$ cat config.mk
export PLATFORM = sky130hd
export DESIGN_NAME = fifo_buffer
export DESIGN_NICKNAME = d
export VERILOG_FILES = /design/src/rtl/fifo_buffer.sv
export SDC_FILE = /design/constraint.sdc
export NUM_CORES = 1
export LEC_CHECK = 0
export CORE_ASPECT_RATIO = 1.2
export CORE_MARGIN = 2
export CORE_UTILIZATION = 35
export CTS_CLUSTER_DIAMETER = 100
export CTS_CLUSTER_SIZE = 40
export DETAILED_ROUTE_END_ITERATION = 16
export GPL_ROUTABILITY_DRIVEN = 1
export PLACE_DENSITY = 0.49
export SYNTH_ARGS = -nofsm -noshare
export SYNTH_HDL_FRONTEND = slang
export SYNTH_SLANG_ARGS = --single-unit
$ cat constraint.sdc
create_clock -name clk -period 6 [get_ports clk]
set_input_delay 0.9 -clock clk [delete_from_list [all_inputs] [get_ports clk]]
set_output_delay 0.9 -clock clk [all_outputs]
set_load 0.01 [all_outputs]
$ cat src/rtl/fifo_buffer.sv
// Single-clock FIFO with occupancy flags and sticky overflow/underflow error.
// Flags decode the registered count only, never the current push/pop.
module fifo_buffer #(
    parameter int DATA_WIDTH      = 10,
    parameter int ADDR_WIDTH      = 3,
    parameter int ALMOST_FULL_TH  = 6,
    parameter int ALMOST_EMPTY_TH = 2
) (
    input  logic                  clk,
    input  logic                  reset,
    input  logic                  push,
    input  logic [DATA_WIDTH-1:0] data_in,
    input  logic                  pop,
    output logic [DATA_WIDTH-1:0] data_out,
    output logic                  valid_out,
    output logic                  full,
    output logic                  empty,
    output logic                  almost_full,
    output logic                  almost_empty,
    output logic [ADDR_WIDTH:0]   fill_level,
    output logic                  error
);

    localparam int DEPTH = 1 << ADDR_WIDTH;
    localparam logic [ADDR_WIDTH:0] DEPTH_C = DEPTH[ADDR_WIDTH:0];
    localparam logic [ADDR_WIDTH:0] AF_TH = ALMOST_FULL_TH[ADDR_WIDTH:0];
    localparam logic [ADDR_WIDTH:0] AE_TH = ALMOST_EMPTY_TH[ADDR_WIDTH:0];
    localparam logic [ADDR_WIDTH:0] ONE_C = 1;

    logic [DATA_WIDTH-1:0] mem_q [DEPTH];

    logic [ADDR_WIDTH-1:0] wr_ptr_q, wr_ptr_d;
    logic [ADDR_WIDTH-1:0] rd_ptr_q, rd_ptr_d;
    logic [ADDR_WIDTH:0]   count_q, count_d;
    logic [DATA_WIDTH-1:0] data_out_q, data_out_d;
    logic                  valid_out_q, valid_out_d;
    logic                  error_q, error_d;

    logic push_ok;
    logic pop_ok;

    assign full         = (count_q == DEPTH_C);
    assign empty        = (count_q == '0);
    assign almost_full  = (count_q >= AF_TH);
    assign almost_empty = (count_q <= AE_TH);
    assign fill_level   = count_q;
    assign data_out     = data_out_q;
    assign valid_out    = valid_out_q;
    assign error        = error_q;

    // A pop frees a slot in the same cycle, so push is allowed at full with pop.
    assign pop_ok  = pop && !empty;
    assign push_ok = push && (!full || pop_ok);

    always_comb begin
        wr_ptr_d    = wr_ptr_q;
        rd_ptr_d    = rd_ptr_q;
        count_d     = count_q;
        data_out_d  = data_out_q;
        valid_out_d = 1'b0;
        error_d     = error_q;

        if (push_ok) begin
            wr_ptr_d = wr_ptr_q + 1'b1;
        end
        if (pop_ok) begin
            rd_ptr_d    = rd_ptr_q + 1'b1;
            data_out_d  = mem_q[rd_ptr_q];
            valid_out_d = 1'b1;
        end

        case ({push_ok, pop_ok})
            2'b10:   count_d = count_q + ONE_C;
            2'b01:   count_d = count_q - ONE_C;
            default: count_d = count_q;
        endcase

        if ((push && full && !pop_ok) || (pop && empty)) begin
            error_d = 1'b1;
        end
    end

    always_ff @(posedge clk or posedge reset) begin
        if (reset) begin
            wr_ptr_q    <= '0;
            rd_ptr_q    <= '0;
            count_q     <= '0;
            data_out_q  <= '0;
            valid_out_q <= 1'b0;
            error_q     <= 1'b0;
        end else begin
            wr_ptr_q    <= wr_ptr_d;
            rd_ptr_q    <= rd_ptr_d;
            count_q     <= count_d;
            data_out_q  <= data_out_d;
            valid_out_q <= valid_out_d;
            error_q     <= error_d;
        end
    end

    // Storage is intentionally not reset.
    always_ff @(posedge clk) begin
        if (push_ok) begin
            mem_q[wr_ptr_q] <= data_in;
        end
    end

endmodule

---- Word-level counts from Yosys, hierarchy flattened ----
Memories as Yosys holds them, arrays and structs flattened. A register that Yosys moved wholly into a read port is not among the register bits.
Index checks and enable logic that the tools add are counted.
cells by class
  muxes and demuxes ....................... 4
  equal/unequal tests ..................... 3
  magnitude comparators ................... 2
  reductions and logical operators ........ 12
  add/sub/neg operators ................... 4
operator list
  kind                   number
  $pmux W4 S2            1
  $add A3 B1 Y3 const B  2
  $logic_and A1 B1 Y1    5
  $add A4 B1 Y4 const B  1
  $eq A4 B4 Y1 const B   1
  $ge A4 B3 Y1 const B   1
  $le A4 B2 Y1 const B   1
  $logic_not A4 Y1       1
  $sub A4 B1 Y4 const B  1
  $logic_not A1 Y1       3
  $mux W1                3
  $eq A2 B1 Y1 const B   1
  $eq A2 B2 Y1 const B   1
  $logic_or A1 B1 Y1     2
  $reduce_bool A2 Y1     1
storage, ports and cells
  logic and storage cells ................. 31
  output and inout bits ................... 20
  memory bits (writable) .................. 80
  bits of input ports ..................... 14
  bits in registers ....................... 12
  memories kept ........................... 1
memory list
  memory  words  width  rd ports  clocked after Yosys merged registers in  write ports  line  text
  mem_q   8      10     1         1                                        1            30    logic [DATA_WIDTH-1:0] mem_q [DEPTH];

---- Depth between registers and ports, before layout ----
Gate-level depths: netlist of the first run.
  depth after elaboration ................. 7
  mapped depth ............................ 8
  depth with buffers taken out ............ 7

---- Least setup slack after synthesis of the first run ----
OpenSTA, ideal clock, no wires.
  path type ............................... in2reg
  start ................................... input port push
  end ..................................... memory mem_q[1][0], enable pin
  stages .................................. 3
  slack ................................... 3.487 ns
  arrival ................................. 2.123 ns
  cells stage by stage .................... clkbuf_1 o211ai_1 nor3_1
on the way
  cells in the longest elaborated chain, start to end .. 3
ends and longest elaborated chain
  what                           line  text
  start, declared                11    input logic push,
  $logic_and A1 B1 Y1            53    assign push_ok = push && (!full || pop_ok);
  $mux W1                        103   if (push_ok) begin
  $mux W1 (not written as such)  104   mem_q[wr_ptr_q] <= data_in;
  end, declared                  30
No other way between the ends.

---- Final worst setup path of the first run ----
  start ................................... register count_q[1] (netlist: fill_level[1])
  end ..................................... output port full
on the way
  cells in the longest elaborated chain, start to end .. 1
ends and longest elaborated chain
  what                    line  text
  start, declared         34    logic [ADDR_WIDTH:0] count_q, count_d;
  start signal, assigned  94    count_q <= count_d;
  $eq A4 B4 Y1            42    assign full = (count_q == DEPTH_C);
  end, declared           16    output logic full,
No other way between the ends.

==> results of run 1 <==
==> per-layer routing <==
layer / share of wire [%] / global-route usage, % / up-vias
li1: - / - / 1087
met3: 2.4 / 2.56 / 13
met2: 47 / 23.1 / 39
met4: 2.1 / 6.84 / 0
met1: 48 / 18.1 / 1132
met5: 0 / 0 / -
==> final cells by class <==
class | count | area (um2)
sequential | 102 | 2950
multi-input combinational | 140 | 1130
fill | 1089 | 6630
timing repair buffer | 39 | 375
tap | 157 | 196
clock inverter | 6 | 92.6
clock buffer | 10 | 229
inverter | 4 | 15.0
==> worst min-delay path: stages (launching register included) <==
cell	delay, ns
dfrtp_1	0.34
nand2_1	0.05
o31ai_1	0.05
==> synth_stat cells (3+ instances only) <==
master / instances / area share, %
mux2i_1: 21 / 5.0
o31ai_1: 11 / 2.0
mux2_2: 20 / 5.4
dfrtp_1: 22 / 13
a21oi_1: 3 / 0.36
nand2_1: 18 / 1.6
edfxtp_1: 80 / 58
nor2_1: 6 / 0.54
buf_2: 7 / 0.84
nor3_1: 6 / 0.72
o22ai_1: 10 / 1.5
ha_1: 3 / 0.90
inv_1: 3 / 0.27
xnor2_1: 4 / 0.84
nand2b_1: 3 / 0.45
a22o_1: 10 / 2.1
clkbuf_1: 5 / 0.45
==> power groups by stage <==
stage / registers (mW) / logic, mW / clock network, mW
6_report: 1.09 / 0.683 / 0.630
5_1_grt: 1.12 / 0.751 / 0.670
4_1_cts: 1.10 / 0.698 / 0.641
3_5_place_dp: 1.11 / 0.697 / 0
3_3_place_gp: 1.11 / 0.697 / 0
2_1_floorplan: 1.02 / 0.496 / 0
==> logic make-up (layout without fill, tap and decap cells) <==
family | Yosys count | count (layout)
xor+xnor | 6 | 6
simple gates | 42 | 42
buf+inv | 20 | 59
mux | 42 | 42
fa+ha+maj | 3 | 3
flops | 102 | 102
compound gates | 47 | 47
==> worst paths after layout <==
path                                    start          end  slack, ns  depth (start not counted)
worst max register to register  fill_level[1]  mem_q[3][8]       3.58                          3
worst max-delay path            fill_level[1]         full       2.84                          3
worst min-delay path              data_out[6]  data_out[6]       0.47                          2
worst min register to register    data_out[6]  data_out[6]       0.47                          2
max in group asynchronous               reset  rd_ptr_q[0]       4.29                          2
min in group asynchronous               reset  data_out[1]       1.07                          2
==> flip-flops by register name, indices dropped and copies added, names as in the netlist <==
name,cells
error,1
wr_ptr_q,3
rd_ptr_q,3
mem_q,80
valid_out,1
data_out,10
fill_level,4
==> metrics by stage <==
step	total power, mW	cells	hold WS [ns]	instance area, um2	util, %
after floorplan	1.52	262	0.493	4170	-
after global placement	1.81	442	0.446	4670	40.2
after detailed placement	1.81	442	0.459	4670	40.2
after CTS	2.44	458	0.478	4990	43.0
after global routing	2.54	458	0.511	4990	43.0
final	2.41	458	0.475	4990	43.0
==> results.ini, run 1 <==
[power_and_ir_drop]
vdd_ir_drop_max_mv=0.209
power.switching_fraction_pct=31.3
power.switching_mw=0.755
share_seq_of_total_power_pct=45.4
cellPowerDensity_nw_per_um2=482
power.static_leakage_nw=1.77
power.share.combinational_pct=28.4
p_clk_share_pct=26.2
power_report.internal_total_mw=1.65

[run_status]
status=finished, final reports clean

[global_route]
first_global_vias=2207
grt_util_all_layers_pct=14.0
antenna_violations_before_repair=0
grt_pass1_wl_um=13000
global_route_congestion_overflow_total=0
grt_start_max_net_pins=43

[sta]
max_freq_ghz=0.316
timing.clock.skew_ns=0.00833
worst_pin_slew_ns=1.14
report.final.hold_viol_count=0
number_of_endpoints_failing_setup_at_the_final_stage=0
finalWorstPathRequiredPeriod_ns=3.16
finalSetupTns_ns=0
postLayoutSetupSlackWorst_ns=2.84
grt_setup_unrepaired=no
timing.slew.headroom_pct=24.3
final_max_slew_viol_count=0
min_period_over_period_pct=52.7

[yosys]
postSynthRegisterBits=102
edff_count_synth=80
synth.avg_cell_area_um2=15.9
synth-seq-area-share_pct=70.8
fraction_of_synthesized_area_in_multiplexers_pct=10.8
synth_flop_cell=edfxtp_1
synth_cells=262
synth_simple_gate_area_share_pct=4.83
synth_compound_area_share_pct=9.18
synth.cell_area_um2=4170
synth_async_sr_flop_share_pct=21.6
yosys_warnings=0
mappedNetlistNets=279
unique_masters_post_synth=42
synthAdderAreaFrac_pct=0.900
synth_top_family_by_area=multiplexers
yosys.area_share.xor_xnor_pct=1.26

[final_layout]
area_growth_from_synthesis_to_layout_pct=19.7
final_common_cell=edfxtp_1
num_antenna_cells=0
mostFrequentLayoutCells=edfxtp_1, clkdlybuf4s50_1, mux2i_1, dfrtp_1, mux2_2
drive_above_1_share_pct=16.3
post_layout_net_count=313

[drt]
routed-via-count=2271
drtAntennaViolNets=0
drt_pass1_iterations=4
wirelength_um=8410
first_iter_violations=109
detailed_route_vias_per_instance=4.96
wire_per_inst_um=18.4
route.detailed.drc=0

[die]
floorplan.rows=43
floorplan.die.width_um=104
dieArea_um2=12800
die_height_um=124
floorplan.io_pins=34
initial_utilization_pct=35.9
core_um2=11600

[clock_tree]
cts_setup_buffers=0
clock_path_buffers=2
root_buffer=clkbuf_16
clkSinkCount=102
cts-htree-levels=3
clk_pin_slew_worst_paths_ns=0.07
tritoncts=yes
cts_resized=0
insertion_delay_of_the_later_clocked_pin_in_the_worst_skew_pair_ns=0.35
numCtsBuffers=9
cts_hold_buf=0

[placed_design]
detailedPlacementHpwl_um=5050
dp_worst_setup_slack_ns=2.77
buffer_ports.inserted=33
final_weighted_congestion_in_routability_driven_placement=0.766

[setup_path]
critPathBufInv=2
worst-endpoint-required_ns=5.10
timing.critical_path.from_type=flop
worst-endpoint-arrival_ns=2.26
path_delay_family=simple AND/OR/NAND/NOR gates
critPathMaxStageDelay_ns=0.74
cp_cell_sequence=or4b_1 > inv_1 > clkdlybuf4s50_1
critical_path_peak_fanout=13
worstSetupEndpointType=output pin
setup.worst_path.class=reg2out
cpMaxStageDelayCell=or4b_1

[hold_path]
hp-class=reg2reg

[run]
max_cap_violations=0

Power figures use the tool's default switching activity.
==> inputs of run 2 (changes only) <==
--- a/config.mk
+++ b/config.mk
@@ -12,7 +12,7 @@
 export CTS_CLUSTER_SIZE = 40
 export DETAILED_ROUTE_END_ITERATION = 16
 export GPL_ROUTABILITY_DRIVEN = 1
-export PLACE_DENSITY = 0.49
+export PLACE_DENSITY = 0.51
 export SYNTH_ARGS = -nofsm -noshare
 export SYNTH_HDL_FRONTEND = slang
 export SYNTH_SLANG_ARGS = --single-unit
==> constraint.sdc (replaced) <==
create_clock -name clk -period 2.88 [get_ports clk]
set_input_delay 0.432 -clock clk [delete_from_list [all_inputs] [get_ports clk]]
set_output_delay 0.432 -clock clk [all_outputs]
set_load 0.01 [all_outputs]
==> run 2 against run 1 <==
  * Clock power is 100% higher
  * Routed wire length is 0.44% lower
  * Clock skew is 0.0014 ns lower
  * Sequential power is 100% higher
  * Non-clock buffer count is 9 higher
  * Sequential cell count stayed put
  * Die area stayed put
  * Via count is 2.7% higher
  * Final area is 1.4% higher
  * Setup slack worse by 2.6 ns
  * First-iteration DRC count is 17% lower
  * Sequential share of layout area is 0.82 points lower
==> results.ini, run 2 (synthesized netlist as in run 1, its figures left out) <==
[run_status]
status=finished, final reports clean

[global_route]
grt_util_all_layers_pct=13.7
first_global_vias=2280
grt_start_max_net_pins=24
antenna_violations_before_repair=0
global_route_congestion_overflow_total=0
grt_pass1_wl_um=12800

[sta]
finalSetupTns_ns=0
number_of_endpoints_failing_setup_at_the_final_stage=0
max_freq_ghz=0.374
timing.slew.headroom_pct=60.3
grt_setup_unrepaired=no
timing.clock.skew_ns=0.00693
min_period_over_period_pct=92.8
final_max_slew_viol_count=0
report.final.hold_viol_count=0
worst_pin_slew_ns=0.596
finalWorstPathRequiredPeriod_ns=2.67

[setup_path]
worst-endpoint-arrival_ns=2.24
critical_path_peak_fanout=13
setup.worst_path.class=reg2out
worst_r2r_startpoint=fill_level[1]
timing.critical_path.from_type=flop
worst-r2r-setup-slack_ns=0.66
worstSetupEndpointType=output pin
regToRegEndpoint=mem_q[7][2]
worst-endpoint-required_ns=2.45
ff2ff_path_depth=4

[drt]
drt_pass1_iterations=5
wire_per_inst_um=17.9
first_iter_violations=91
detailed_route_vias_per_instance=5.00
drtAntennaViolNets=0
route.detailed.drc=0
wirelength_um=8370
routed-via-count=2333

[clock_tree]
numCtsBuffers=9
clkSinkCount=102
insertion_delay_of_the_later_clocked_pin_in_the_worst_skew_pair_ns=0.33
tritoncts=yes
cts-htree-levels=3
root_buffer=clkbuf_16
cts_setup_buffers=0
clk_pin_slew_worst_paths_ns=0.07
cts_resized=0
clock_path_buffers=2
cts_hold_buf=0

[final_layout]
final_util_pct=43.6
final_common_cell=edfxtp_1
num_antenna_cells=0
registers.top_by_ff_count=mem_q
area_growth_from_synthesis_to_layout_pct=21.3
filler_cell_count=1056
largest_register_ffs=80
drive_above_1_share_pct=18.4
post_layout_nonfiller_instances=467
post_layout_net_count=322
mostFrequentLayoutCells=edfxtp_1, clkdlybuf4s50_1, mux2i_1, dfrtp_1, mux2_2

[placed_design]
detailedPlacementHpwl_um=4930
final_weighted_congestion_in_routability_driven_placement=0.707
placedCellCount=451
buffer_ports.inserted=33

[run]
max_cap_violations=0

[die]
floorplan.die.width_um=104
floorplan.io_pins=34
initial_utilization_pct=35.9
floorplan.rows=43
core_um2=11600
die_height_um=124
dieArea_um2=12800

[hold_path]
hp-class=in2async

[power_and_ir_drop]
vdd_ir_drop_max_mv=0.336
power.static_leakage_nw=1.82
cellPowerDensity_nw_per_um2=993
p_total_mw=5.03

-- run 2: changes by cell type in the layout (fill, tap and decap cells not counted) --
cell / delta
clkinv_4: +1
clkbuf_8: +1
buf_4: +9
inv_6: -1
clkinv_1: +1
clkinvlp_4: -2
-- run 2: how the worst max path moves through the flow --
| stage | from | endpoint | slack, ns | cells past startpoint |
|---|---|---|---|---|
| after floorplan | fill_level[3] | mem_q[0][0] | 0.50 | 5 |
| after global routing | fill_level[1] | full | 0.11 | 3 |
| after CTS | fill_level[1] | full | 0.17 | 3 |
| final | fill_level[1] | full | 0.21 | 3 |
| after detailed placement | pop | fill_level[1] | 0.53 | 7 |
| after global placement | pop | fill_level[1] | 0.57 | 7 |
-- run 2: layout make-up --
cell class / count / area, um2 / area share, %
Sequential cell: 102 / 2950 / 58.3
Multi-Input combinational cell: 140 / 1130 / 22.3
Timing Repair Buffer: 48 / 443 / 8.75
Clock buffer: 11 / 243 / 4.79
Tap cell: 157 / 196 / 3.88
Clock inverter: 5 / 81.3 / 1.61
Inverter: 4 / 15.0 / 0.297
-- run 2: stage by stage --
stage               hold WS, ns  cell area [um2]  setup slack [ns]
global route              0.494             5060             0.114
CTS                       0.466             5060             0.173
finish                    0.461             5060             0.207
floorplan                 0.421             4170             0.498
global placement          0.443             4740             0.572
detailed placement        0.453             4740             0.533
-- run 2: power breakdown --
part	leakage (nW)	switching (mW)	internal (mW)
combinational	0.681	0.740	0.798
sequential	0.986	0.292	1.91
clock	0.158	0.498	0.787
total	1.82	1.53	3.50
-- run 2: routing by layer --
metal | global-route usage (%) | vias to the layer above | routed length [um]
met4 | 5.83 | 0 | 127
met2 | 23.6 | 45 | 4120
met5 | 0 | - | 0
met1 | 16.8 | 1171 | 3800
li1 | - | 1108 | -
met3 | 2.98 | 9 | 322
-- run 2: worst max-delay path, cell delays in order (launching register included) --
cell,delay [ns]
dfrtp_1,0.54
or4b_1,0.73
inv_1,0.10
clkdlybuf4s50_1,0.53
==> inputs of run 3 (changes only) <==
--- a/config.mk
+++ b/config.mk
@@ -5,6 +5,8 @@
 export SDC_FILE = /design/constraint.sdc
 export NUM_CORES = 1
 export LEC_CHECK = 0
+export CELL_PAD_IN_SITES_DETAIL_PLACEMENT = 0
+export CELL_PAD_IN_SITES_GLOBAL_PLACEMENT = 1
 export CORE_ASPECT_RATIO = 1.2
 export CORE_MARGIN = 2
 export CORE_UTILIZATION = 35
@@ -12,7 +14,8 @@
 export CTS_CLUSTER_SIZE = 40
 export DETAILED_ROUTE_END_ITERATION = 16
 export GPL_ROUTABILITY_DRIVEN = 1
-export PLACE_DENSITY = 0.51
+export PLACE_DENSITY = 0.58
 export SYNTH_ARGS = -nofsm -noshare
 export SYNTH_HDL_FRONTEND = slang
 export SYNTH_SLANG_ARGS = --single-unit
+export TNS_END_PERCENT = 20
==> run 3 against run 2 <==
  * Count of clock-buffer cells in the layout unchanged
  * Non-clock buffer count is 2 higher
  * Global-route usage up 0.91 points
  * Clock skew barely moved
  * Largest cell class unchanged
  * Largest power group unchanged
  * Critical path depth did not move
==> results.ini, run 3 (synthesized netlist as in run 1, its figures left out) <==
[placed_design]
detailedPlacementHpwl_um=5500
buffer_ports.inserted=33
final_weighted_congestion_in_routability_driven_placement=0.753
placedCellCount=453

[global_route]
grt_util_all_layers_pct=14.6
grt.met1_usage_pct=18.6
antenna_violations_before_repair=0
grt_most_used_layer=met2
first_global_vias=2342
grt_start_max_net_pins=26
grt_pass1_wl_um=13500
globalRouteMet2Util_pct=24.3
global_route.usage.met3_pct=2.51
global_route_congestion_overflow_total=0

[clock_tree]
clkSinkCount=102
clk_pin_slew_worst_paths_ns=0.07
cts_resized=0
insertion_delay_of_the_later_clocked_pin_in_the_worst_skew_pair_ns=0.34
cts-htree-levels=3
numCtsBuffers=9
root_buffer=clkbuf_16
tritoncts=yes
clock_path_buffers=2
cts_hold_buf=0
cts_setup_buffers=0

[drt]
wire_per_inst_um=18.5
drt_pass1_iterations=4
drtAntennaViolNets=0
wirelength_um=8660
detailed_route_vias_per_instance=4.96
first_iter_violations=112
route.detailed.drc=0
routed-via-count=2326

[setup_path]
timing.critical_path.from_type=flop
worst-endpoint-required_ns=2.45
critical_path_peak_fanout=12
cpMaxStageDelayCell=or4b_1
worstSetupEndpointType=output pin
cp_cell_sequence=or4b_1 > inv_1 > clkdlybuf4s50_1
critPathMaxStageDelay_ns=0.74
worst-endpoint-arrival_ns=2.23
setup.worst_path.class=reg2out

[sta]
final_max_slew_viol_count=0
finalWorstPathRequiredPeriod_ns=2.66
number_of_endpoints_failing_setup_at_the_final_stage=0
timing.clock.skew_ns=0.00697
timing.slew.headroom_pct=30.5
finalSetupTns_ns=0
max_freq_ghz=0.376
min_period_over_period_pct=92.5
grt_setup_unrepaired=no
report.final.hold_viol_count=0
worst_pin_slew_ns=1.04

[die]
core_um2=11600
floorplan.rows=43
die_height_um=124
initial_utilization_pct=35.9
dieArea_um2=12800
floorplan.die.width_um=104
floorplan.io_pins=34

[final_layout]
post_layout_net_count=324
registers.top_by_ff_count=mem_q
largest_register_ffs=80
drive_above_1_share_pct=19.2
final_common_cell=edfxtp_1
num_antenna_cells=0
mostFrequentLayoutCells=edfxtp_1, clkdlybuf4s50_1, mux2i_1, dfrtp_1, mux2_2
area_growth_from_synthesis_to_layout_pct=22.5
post_layout_nonfiller_instances=469

[power_and_ir_drop]
vdd_ir_drop_max_mv=0.366
power.static_leakage_nw=1.85
cellPowerDensity_nw_per_um2=1010

[run_status]
status=finished, final reports clean

[hold_path]
hp-class=reg2reg

[run]
max_cap_violations=0

run 3: area by class of cell:
cell class              count  area [um2]
clock buffers              11         243
clock inverters             5         104
fillers                  1077        6510
inverters                   4        15.0
multi-input cells         140        1130
flip-flops and latches    102        2950
well taps                 157         196
repair buffers             50         470
run 3: routing by layer:
layer | vias up | wire length [um]
met1 | 1166 | 3990
met5 | - | 0
met3 | 11 | 288
met2 | 39 | 4210
li1 | 1110 | -
met4 | 0 | 180
run 3: path summary, 6_finish.rpt:
path,cells past startpoint,to,startpoint,slack (ns)
worst max register to register,4,mem_q[3][8],fill_level[2],0.45
worst max-delay path,3,full,fill_level[2],0.22
max in group asynchronous,3,data_out[4],reset,1.70
min in group asynchronous,2,data_out[2],reset,0.57
worst min register to register,1,error,error,0.46
worst min-delay path,1,error,error,0.46
run 3: metrics by stage:
stage | hold WS [ns] | utilization (%) | area, um2 | total power [mW] | setup WS (ns)
2_1_floorplan | 0.421 | - | 4170 | 3.16 | 0.498
3_3_place_gp | 0.441 | 41.0 | 4770 | 3.83 | 0.515
3_5_place_dp | 0.449 | 41.0 | 4770 | 3.84 | 0.431
4_1_cts | 0.464 | 44.0 | 5110 | 5.25 | 0.204
5_1_grt | 0.495 | 44.0 | 5110 | 5.46 | 0.139
6_report | 0.463 | 44.0 | 5110 | 5.16 | 0.217
run 3: power breakdown:
part           internal, mW  total [mW]  switching [mW]  leakage [nW]
clock                 0.875        1.38           0.508         0.170
combinational         0.819        1.60           0.778         0.696
sequential             1.92        2.18           0.263         0.986
run 3: critical path: cells and delay by family, from the launching register on:
| kind | cells | cell delay [ns] |
|---|---|---|
| buffers and inverters | 2 | 0.63 |
| AND/OR/NAND/NOR | 1 | 0.74 |
| flip-flops | 1 | 0.52 |
